**src/rtl/io_out_fifo_if.sv**
```systemverilog
// Processor write bus and consumer stream
// bundled for the output-port FIFO.
interface io_out_fifo_if #(
  parameter int NUBITS = 16,
  parameter int NUIOOU = 2
);
  localparam int AW =
    (NUIOOU > 1) ? $clog2(NUIOOU) : 1;

  logic [NUBITS-1:0] io_out;
  logic [AW-1:0]     addr_out;
  logic              out_en;
  logic [NUBITS-1:0] dout;
  logic              dvalid;
  logic              dready;

  modport master (
    output io_out, addr_out, out_en,
    output dready,
    input  dout, dvalid
  );

  modport slave (
    input  io_out, addr_out, out_en,
    input  dready,
    output dout, dvalid
  );
endinterface

```
**src/rtl/io_out_fifo.sv**
```systemverilog
// Output-port FIFO: captures writes to one port,
// streams them out, pulses itr_out on drain.
module io_out_fifo #(
  parameter int NUBITS = 16,
  parameter int NUIOOU = 2,
  parameter int PORTID = 0,
  parameter int DEPTH  = 8
) (
  input  logic clk,
  input  logic rst,
  io_out_fifo_if.slave bus,
  output logic [$clog2(DEPTH):0] count,
  output logic full,
  output logic ovf,
  input  logic ovf_clr,
  output logic itr_out
);
  localparam int AW =
    (NUIOOU > 1) ? $clog2(NUIOOU) : 1;
  localparam int PW = $clog2(DEPTH);
  localparam int CW = PW + 1;

  logic [NUBITS-1:0] mem [DEPTH];
  logic [PW-1:0]     wr_ptr;
  logic [PW-1:0]     rd_ptr;

  logic push;
  logic pop;
  logic acc;
  logic drop;

  assign push = bus.out_en &&
    (bus.addr_out == AW'(PORTID));
  assign pop  = bus.dvalid && bus.dready;
  // full is fine when a pop frees the slot
  assign acc  = push && (!full || pop);
  assign drop = push && full && !pop;

  assign bus.dvalid = (count != '0);
  assign full       = (count == CW'(DEPTH));
  assign bus.dout   =
    bus.dvalid ? mem[rd_ptr] : '0;

  always_ff @(posedge clk) begin
    if (acc) begin
      mem[wr_ptr] <= bus.io_out;
    end
  end

  always_ff @(posedge clk) begin
    if (rst) begin
      wr_ptr  <= '0;
      rd_ptr  <= '0;
      count   <= '0;
      ovf     <= 1'b0;
      itr_out <= 1'b0;
    end else begin
      if (acc) begin
        wr_ptr <= wr_ptr + 1'b1;
      end
      if (pop) begin
        rd_ptr <= rd_ptr + 1'b1;
      end
      count <= count + CW'(acc) - CW'(pop);
      if (drop) begin
        ovf <= 1'b1;
      end else if (ovf_clr) begin
        ovf <= 1'b0;
      end
      itr_out <= pop && !acc &&
        (count == CW'(1));
    end
  end
endmodule

```
**src/flat_wrapper.sv**
```systemverilog
// flat-port wrapper written by rule: the top's interface ports become plain ports
module io_out_fifo_flat 
#(
  parameter int NUBITS = 16,
  parameter int NUIOOU = 2,
  parameter int PORTID = 0,
  parameter int DEPTH  = 8
)
  (clk, rst, count, full, ovf, ovf_clr, itr_out, bus_io_out, bus_addr_out, bus_out_en, bus_dready, bus_dout, bus_dvalid);
  io_out_fifo_if #(.NUBITS(NUBITS), .NUIOOU(NUIOOU)) bus_i ();
  input  logic clk;
  input  logic rst;
  output logic [$clog2(DEPTH):0] count;
  output logic full;
  output logic ovf;
  input  logic ovf_clr;
  output logic itr_out;
  input wire logic [$bits(bus_i.io_out)-1:0] bus_io_out;
  input wire logic [$bits(bus_i.addr_out)-1:0] bus_addr_out;
  input wire logic [$bits(bus_i.out_en)-1:0] bus_out_en;
  input wire logic [$bits(bus_i.dready)-1:0] bus_dready;
  output wire logic [$bits(bus_i.dout)-1:0] bus_dout;
  output wire logic [$bits(bus_i.dvalid)-1:0] bus_dvalid;
  assign bus_i.io_out = bus_io_out;
  assign bus_i.addr_out = bus_addr_out;
  assign bus_i.out_en = bus_out_en;
  assign bus_i.dready = bus_dready;
  assign bus_dout = bus_i.dout;
  assign bus_dvalid = bus_i.dvalid;
  io_out_fifo #(.NUBITS(NUBITS), .NUIOOU(NUIOOU), .PORTID(PORTID), .DEPTH(DEPTH)) u_core (.clk(clk), .rst(rst), .bus(bus_i), .count(count), .full(full), .ovf(ovf), .ovf_clr(ovf_clr), .itr_out(itr_out));
endmodule
```
**config.mk**
```make
export PLATFORM = sky130hd
export DESIGN_NAME = io_out_fifo_flat
export DESIGN_NICKNAME = d
export VERILOG_FILES = /design/src/rtl/io_out_fifo_if.sv /design/src/rtl/io_out_fifo.sv /design/src/flat_wrapper.sv
export SDC_FILE = /design/constraint.sdc
export NUM_CORES = 1
export LEC_CHECK = 0
export ABC_AREA = 1
export CORE_MARGIN = 2
export CORE_UTILIZATION = 38
export CTS_BUF_LIST = sky130_fd_sc_hd__clkbuf_16
export DETAILED_ROUTE_END_ITERATION = 6
export HOLD_SLACK_MARGIN = 0.1
export MAX_ROUTING_LAYER = met4
export PLACE_DENSITY_LB_ADDON = 0.2
export SYNTH_ARGS = -nofsm -noshare
export SYNTH_HDL_FRONTEND = slang
export SYNTH_SLANG_ARGS = --single-unit
```
**constraint.sdc**
```tcl
create_clock -name clk -period 2.03 [get_ports clk]
set_clock_uncertainty 0.1 [all_clocks]
set_input_delay 0.203 -clock clk [delete_from_list [all_inputs] [get_ports clk]]
set_output_delay 0.203 -clock clk [all_outputs]
set_load 0.05 [all_outputs]
```
==> impl_metrics.py, run 1 <==
metrics = {
    "run_status": {
        "status": "finished, violations left",
        "violations": "negative setup slack",
    },
    "drt": {
        "routedWlPerCell_um": 14.6,
        "vias": 4184,
        "drt_iter0_markers": 257,
        "drt_pass1_iterations": 4,
        "drc": 0,
        "viasPerCell": 4.63,
        "ant_nets": 0,
        "totalWireLength_um": 13200,
    },
    "clocking": {
        "clock-sinks": 143,
        "clk_path_buf_depth": 2,
        "cts_hold_buffers": 0,
        "cts_tree": "built",
        "clk_latency_ns": 0.42,
        "clk_pin_slew_worst_paths_ns": 0.06,
        "cts-root-buf": "clkbuf_16",
        "cts_buffers": 17,
        "htree_levels": 4,
    },
    "logic_synthesis": {
        "yosysMostFrequentCell": "nor2_1",
        "async_flop_share_pct": 0,
        "syn_inst": 595,
        "ys.warnings.count": 0,
        "yosys_register_bits": 143,
        "yosysTopAreaCell": "edfxtp_1",
        "synth.distinct_cells": 30,
        "ys_seq_area_share_pct": 67.0,
        "ys_top_cells_by_area": "edfxtp_1 62%, nor2_1 11%, nand2_1 6.6%",
        "syn_nets": 626,
        "ys.flop_type": "edfxtp_1",
        "avgSynthCellArea_um2": 10.4,
        "netlist_area_um2": 6180,
        "ys_top_cells_by_count": "176 x nor2_1, 128 x edfxtp_1, 109 x nand2_1",
        "synth_edf_count": 128,
        "synth.top_cell.area_share_pct": 62.1,
    },
    "floorplanning": {
        "die-area_um2": 17300,
        "start_util_pct": 38.9,
        "io-pin-count": 46,
        "core.rowCount": 46,
        "die_h_um": 132,
        "core_um2": 15900,
        "die_w_um": 132,
    },
    "global_route": {
        "met1_usage_pct": 20.9,
        "antenna_found_initial": 0,
        "grt_pass1_vias": 4212,
        "grt_start_max_net_pins": 52,
        "grt_use_met2_pct": 26.9,
        "grt-ovfl-total": 0,
        "top_usage_layer": "met2",
        "grt_pass1_wl_um": 21800,
        "use_met3_pct": 3.55,
        "grt_usage_pct": 17.0,
    },
    "sta": {
        "fmaxAchievable_ghz": 0.479,
        "period_share_pct": 103,
        "drv_slew": 0,
        "grt_setup_unrepaired": "yes",
        "hold_violations": 0,
        "tightest_slew_ns": 0.506,
        "finalSetupViolCount": 17,
        "setup_ws_ns": -0.0559,
        "fin_crit_ns": 2.09,
        "relSlewSlack_pct": 66.1,
        "setup-tns-final_ns": -0.629,
    },
    "pwr": {
        "p_leak_nw": 3.21,
        "ir_worst_vdd_mv": 0.851,
        "p_total_mw": 12.7,
        "p_per_area_nw_per_um2": 1510,
    },
    "worst_setup_path": {
        "crit_type": "register to primary output",
        "critPathLaunchType": "register",
        "regToRegStartpoint": "u_core.count[2]",
        "worstRegToRegCells": 11,
        "arrival_ns": 1.78,
        "reg2reg_slack_ns": -0.05,
        "cp-end-kind": "primary output",
        "r2r-end": "u_core.count[1]",
        "worstPathMaxFanout": 8,
        "cp_data_required_time_ns": 1.73,
    },
    "place": {
        "port_buffers": 45,
        "hpwl_um": 7560,
        "dpl_cell_area_um2": 7450,
        "dp.cells": 861,
        "gp_congestion": 0.762,
    },
    "finish": {
        "finalNonFillerCells": 904,
        "insertedDiodeCount": 0,
        "postLayoutCellArea_um2": 8460,
        "syn2layout_area_growth_pct": 36.7,
        "final_layout_size_suffix_gt1_share_pct": 22.2,
        "layout.nets": 707,
    },
    "worst_hold_path": {
        "hold_depth": 4,
        "hold_path.class": "primary input to register",
        "hold_end": "u_core.ovf",
        "hold_start": "ovf_clr",
    },
    "flow_run": {
        "drv_cap": 0,
    },
}
-- power breakdown --
group | total (mW) | internal [mW] | switching, mW
clock network | 3.24 | 2.05 | 1.19
registers | 3.46 | 3.36 | 0.0993
logic | 6.04 | 2.71 | 3.33
total | 12.7 | 8.11 | 4.62
-- cells by family (layout without fill, tap and decap cells) --
family | Yosys count | count (layout) | share of synthesized area, %
simple gates | 318 | 318 | 21.3
flops | 143 | 143 | 67.0
buf+inv | 77 | 170 | 5.34
compound gates | 46 | 46 | 4.13
fa+ha+maj | 9 | 9 | 1.94
xor+xnor | 2 | 2 | 0.283
-- worst max-delay path: stages (launching register included) --
cell and delay (ns):
dfxtp_4 0.35, inv_4 0.04, ha_4 0.16, buf_6 0.12, nand2_8 0.10, buf_12 0.12, buf_16 0.15, nand2_4 0.06
nor2_4 0.10, buf_12 0.14
-- state kept, by name, indices dropped and copies added (netlist names), named ones only --
| signal | count |
|---|---|
| u_core.count | 4 |
| u_core.itr_out | 1 |
| u_core.mem | 128 |
| u_core.ovf | 1 |
| u_core.rd_ptr | 3 |
| u_core.wr_ptr | 3 |
-- what timing repair did --
action,in CTS,in global routing
cloned,2,0
endpoints found under the setup margin,20,148
resized for setup,54,12
pin swaps,24,6
setup buffers,9,1
-- per-layer routing --
layer	wire [µm]	up-vias
met1	5630	1977
met2	6630	92
met3	766	9
li1	-	2106
met5	0	-
met4	196	0
-- stage by stage --
stage | utilization [%] | setup WS, ns | hold slack [ns]
6_report | 53.2 | -0.0559 | 0.317
5_1_grt | 53.2 | -0.167 | 0.336
2_1_floorplan | - | -0.201 | 0.166
4_1_cts | 52.9 | -0.0585 | 0.303
3_3_place_gp | 46.9 | -0.112 | 0.355
3_5_place_dp | 46.9 | -0.160 | 0.367
-- cells in the final DEF, fill, tap and decap left out, types with 2 or more instances in the layout --
| cell type | instances |
|---|---|
| a21oi_4 | 2 |
| buf_16 | 3 |
| a21oi_1 | 9 |
| o21ai_1 | 25 |
| clkbuf_16 | 17 |
| buf_4 | 17 |
| o21ai_0 | 9 |
| nand2_8 | 3 |
| ha_4 | 2 |
| dfxtp_2 | 3 |
| buf_6 | 7 |
| dlygate4sd2_1 | 2 |
| inv_1 | 47 |
| inv_4 | 4 |
| clkinv_2 | 2 |
| dfxtp_1 | 9 |
| inv_6 | 3 |
| clkinvlp_4 | 4 |
| nand2_1 | 98 |
| bufinv_16 | 4 |
| nor2_2 | 5 |
| nand2_4 | 10 |
| buf_12 | 32 |
| nand3_1 | 19 |
| ha_1 | 5 |
| xor2_1 | 2 |
| nor2_1 | 153 |
| nand2_2 | 2 |
| clkdlybuf4s50_1 | 25 |
| edfxtp_1 | 128 |
| nor2_4 | 24 |
| dfxtp_4 | 3 |
-- worst max path at each step --
stage	start	to	slack [ns]	depth (start not counted)
6_report	u_core.count[2]	bus_dout[9]	-0.06	9
2_1_floorplan	u_core.count[2]	u_core.count[1]	-0.20	8
3_5_place_dp	bus_dready	u_core.count[2]	-0.16	10
5_1_grt	register	bus_dout[3]	-0.17	8
3_3_place_gp	bus_dready	u_core.count[2]	-0.11	10
4_1_cts	u_core.count[2]	bus_dout[10]	-0.06	9
-- area by class of cell --
class                           instances  area, µm²
Clock buffer                           17        425
Clock inverter                         14        190
Fill cell                            1391       7430
Inverter                               52        205
Multi-Input combinational cell        375       1990
Sequential cell                       143       4160
Tap cell                              216        270
Timing Repair Buffer                   87       1210
No activity file was read; power rests on OpenSTA's default activity.
==> run 2: changes to the inputs <==
SETUP_SLACK_MARGIN = 0.1   (was not set)
==> run 2 against run 1 <==
  * The run still ends with negative setup slack left
  * Total power increased by 5.7%
  * First-iteration DRC count decreased by 25%
  * Final area increased by 7.6%
  * Critical path depth increased by 1
  * Core utilization increased by 4.1 points
  * Via count increased by 5.4%
  * Fmax decreased by 0.69%
  * Flip-flop and latch count unchanged
  * Wire length increased by 16%
  * Die area unchanged
  * Non-clock buffer count increased by 27
  * Highest routed layer unchanged
==> impl_metrics.py, run 2 (synthesis gave the netlist of run 1 again) <==
metrics = {
    "drt": {
        "drt_iter0_markers": 194,
        "viasPerCell": 4.74,
        "totalWireLength_um": 15300,
        "vias": 4409,
        "routedWlPerCell_um": 16.4,
        "drc": 0,
        "drt_pass1_iterations": 4,
        "ant_nets": 0,
    },
    "sta": {
        "setup_ws_ns": -0.0704,
        "tightest_slew_ns": 0.503,
        "fin_crit_ns": 2.10,
        "setup-tns-final_ns": -0.690,
        "grt_setup_unrepaired": "yes",
        "relSlewSlack_pct": 66.4,
        "drv_slew": 0,
        "hold_violations": 0,
        "period_share_pct": 103,
        "fmaxAchievable_ghz": 0.476,
        "finalSetupViolCount": 29,
    },
    "place": {
        "port_buffers": 45,
        "gp_congestion": 0.773,
        "hpwl_um": 7810,
    },
    "run_status": {
        "status": "finished, violations left",
        "violations": "negative setup slack",
    },
    "worst_setup_path": {
        "arrival_ns": 1.80,
        "worstRegToRegCells": 10,
        "cp_data_required_time_ns": 1.73,
        "worstPathMaxFanout": 8,
        "cp-end-kind": "primary output",
        "crit_type": "register to primary output",
        "critPathLaunchType": "register",
    },
    "pwr": {
        "p_seq_share_pct": 25.7,
        "swShare_pct": 36.3,
        "switchingPower_mw": 4.89,
        "p_total_mw": 13.5,
        "p_int_mw": 8.58,
        "p_leak_nw": 3.48,
        "ir_worst_vdd_mv": 0.785,
        "p_comb_share_pct": 49.9,
        "pwr-share-clk_pct": 24.4,
        "p_per_area_nw_per_um2": 1480,
    },
    "clocking": {
        "cts_buffers": 17,
        "clk_path_buf_depth": 2,
        "cts_hold_buffers": 0,
        "clk_latency_ns": 0.41,
        "htree_levels": 4,
        "cts-root-buf": "clkbuf_16",
        "clock-sinks": 143,
        "clk_pin_slew_worst_paths_ns": 0.05,
        "cts_tree": "built",
    },
    "finish": {
        "final_util_pct": 57.3,
        "largest_reg_flops": 128,
        "regMostFlops": "u_core.mem",
        "layout.nets": 734,
        "reg_top3": "u_core.mem (128), u_core.count (4)",
        "syn2layout_area_growth_pct": 47.2,
        "final_layout_size_suffix_gt1_share_pct": 30.3,
        "insertedDiodeCount": 0,
        "layout_common_cells": "133 x nor2_1, 128 x edfxtp_1, 92 x nand2_1",
        "final_common_cell": "nor2_1",
    },
    "floorplanning": {
        "die_h_um": 132,
        "core.rowCount": 46,
        "die_w_um": 132,
        "io-pin-count": 46,
        "start_util_pct": 38.9,
        "die-area_um2": 17300,
        "core_um2": 15900,
    },
    "global_route": {
        "grt_usage_pct": 17.7,
        "grt_pass1_wl_um": 22800,
        "grt_pass1_vias": 4343,
        "grt-ovfl-total": 0,
        "antenna_found_initial": 0,
        "grt_start_max_net_pins": 33,
    },
    "worst_hold_path": {
        "hold_path.class": "primary input to register",
        "hold_depth": 4,
    },
    "flow_run": {
        "drv_cap": 0,
    },
}
==> run 2: cell types whose count changed in the layout (fill, tap and decap cells not counted), moves of 4 or more <==
cell       before  now
nand3_2         0    7
nand3_1        19   12
nor2_4         24   29
nor2_1        153  133
buf_12         32   43
nor2_2          5   20
buf_6           7   14
nand2_1        98   92
o21ai_1        25   29
clkbuf_16      17   24
buf_4          17   21
nand2_4        10   14
o21ai_0         9    2
==> run 2: repair_timing <==
| action | in CTS | in global routing |
|---|---|---|
| pin swaps | 26 | 21 |
| buffers inserted | 16 | 13 |
| resized for setup | 71 | 61 |
| gates cloned | 6 | 8 |
| endpoints found under the setup margin | 149 | 149 |
==> run 2: area by class of cell <==
type / count / area [µm²]
clock inverter: 13 / 198
fill: 1322 / 6780
inverter: 52 / 205
timing repair buffer: 114 / 1670
sequential: 143 / 4160
multi-input combinational: 375 / 2170
tap: 216 / 270
clock buffer: 17 / 425
==> run 2: final timing paths <==
path,start,endpoint,slack (ns)
worst max-delay path,register,bus_dout[7],-0.07
worst min register to register,u_core.ovf,u_core.ovf,0.37
worst min-delay path,ovf_clr,u_core.ovf,0.32
worst max register to register,u_core.count[2],u_core.count[1],-0.03
==> run 2: per-stage QoR <==
step           worst slack, ns  hold slack (ns)  cell area [µm²]  std cells
2_1_floorplan           -0.198            0.166             6320        595
3_5_place_dp            -0.168            0.364             7490        860
3_3_place_gp            -0.118            0.355             7490        860
4_1_cts                -0.0710            0.305             8670        912
6_report               -0.0704            0.318             9100        930
5_1_grt                 -0.143            0.353             9100        930
==> run 2: power by group through the flow <==
stage / Sequential, mW / Combinational, mW / Clock [mW]
6_report: 3.46 / 6.72 / 3.29
5_1_grt: 3.47 / 7.14 / 3.46
4_1_cts: 3.46 / 6.10 / 3.34
3_5_place_dp: 3.51 / 5.12 / 0
3_3_place_gp: 3.50 / 5.06 / 0
2_1_floorplan: 3.63 / 2.92 / 0
==> run 2: per-layer routing <==
layer  wire [µm]  track usage [%]  vias to the layer above
met5           0                -                        -
met4         325             6.58                        0
met3         640             3.40                       24
met2        7860             30.3                       84
met1        6480             20.8                     2137
li1            -                -                     2164
==> run 2: critical path: stages, from the launching register on <==
cell,delay [ns]
dfxtp_4,0.37
buf_12,0.14
buf_12,0.12
clkbuf_16,0.16
nor2_1,0.11
nor2_1,0.04
nand2_1,0.06
nand3_2,0.10
nand2_4,0.10
nor2_4,0.04
buf_12,0.14
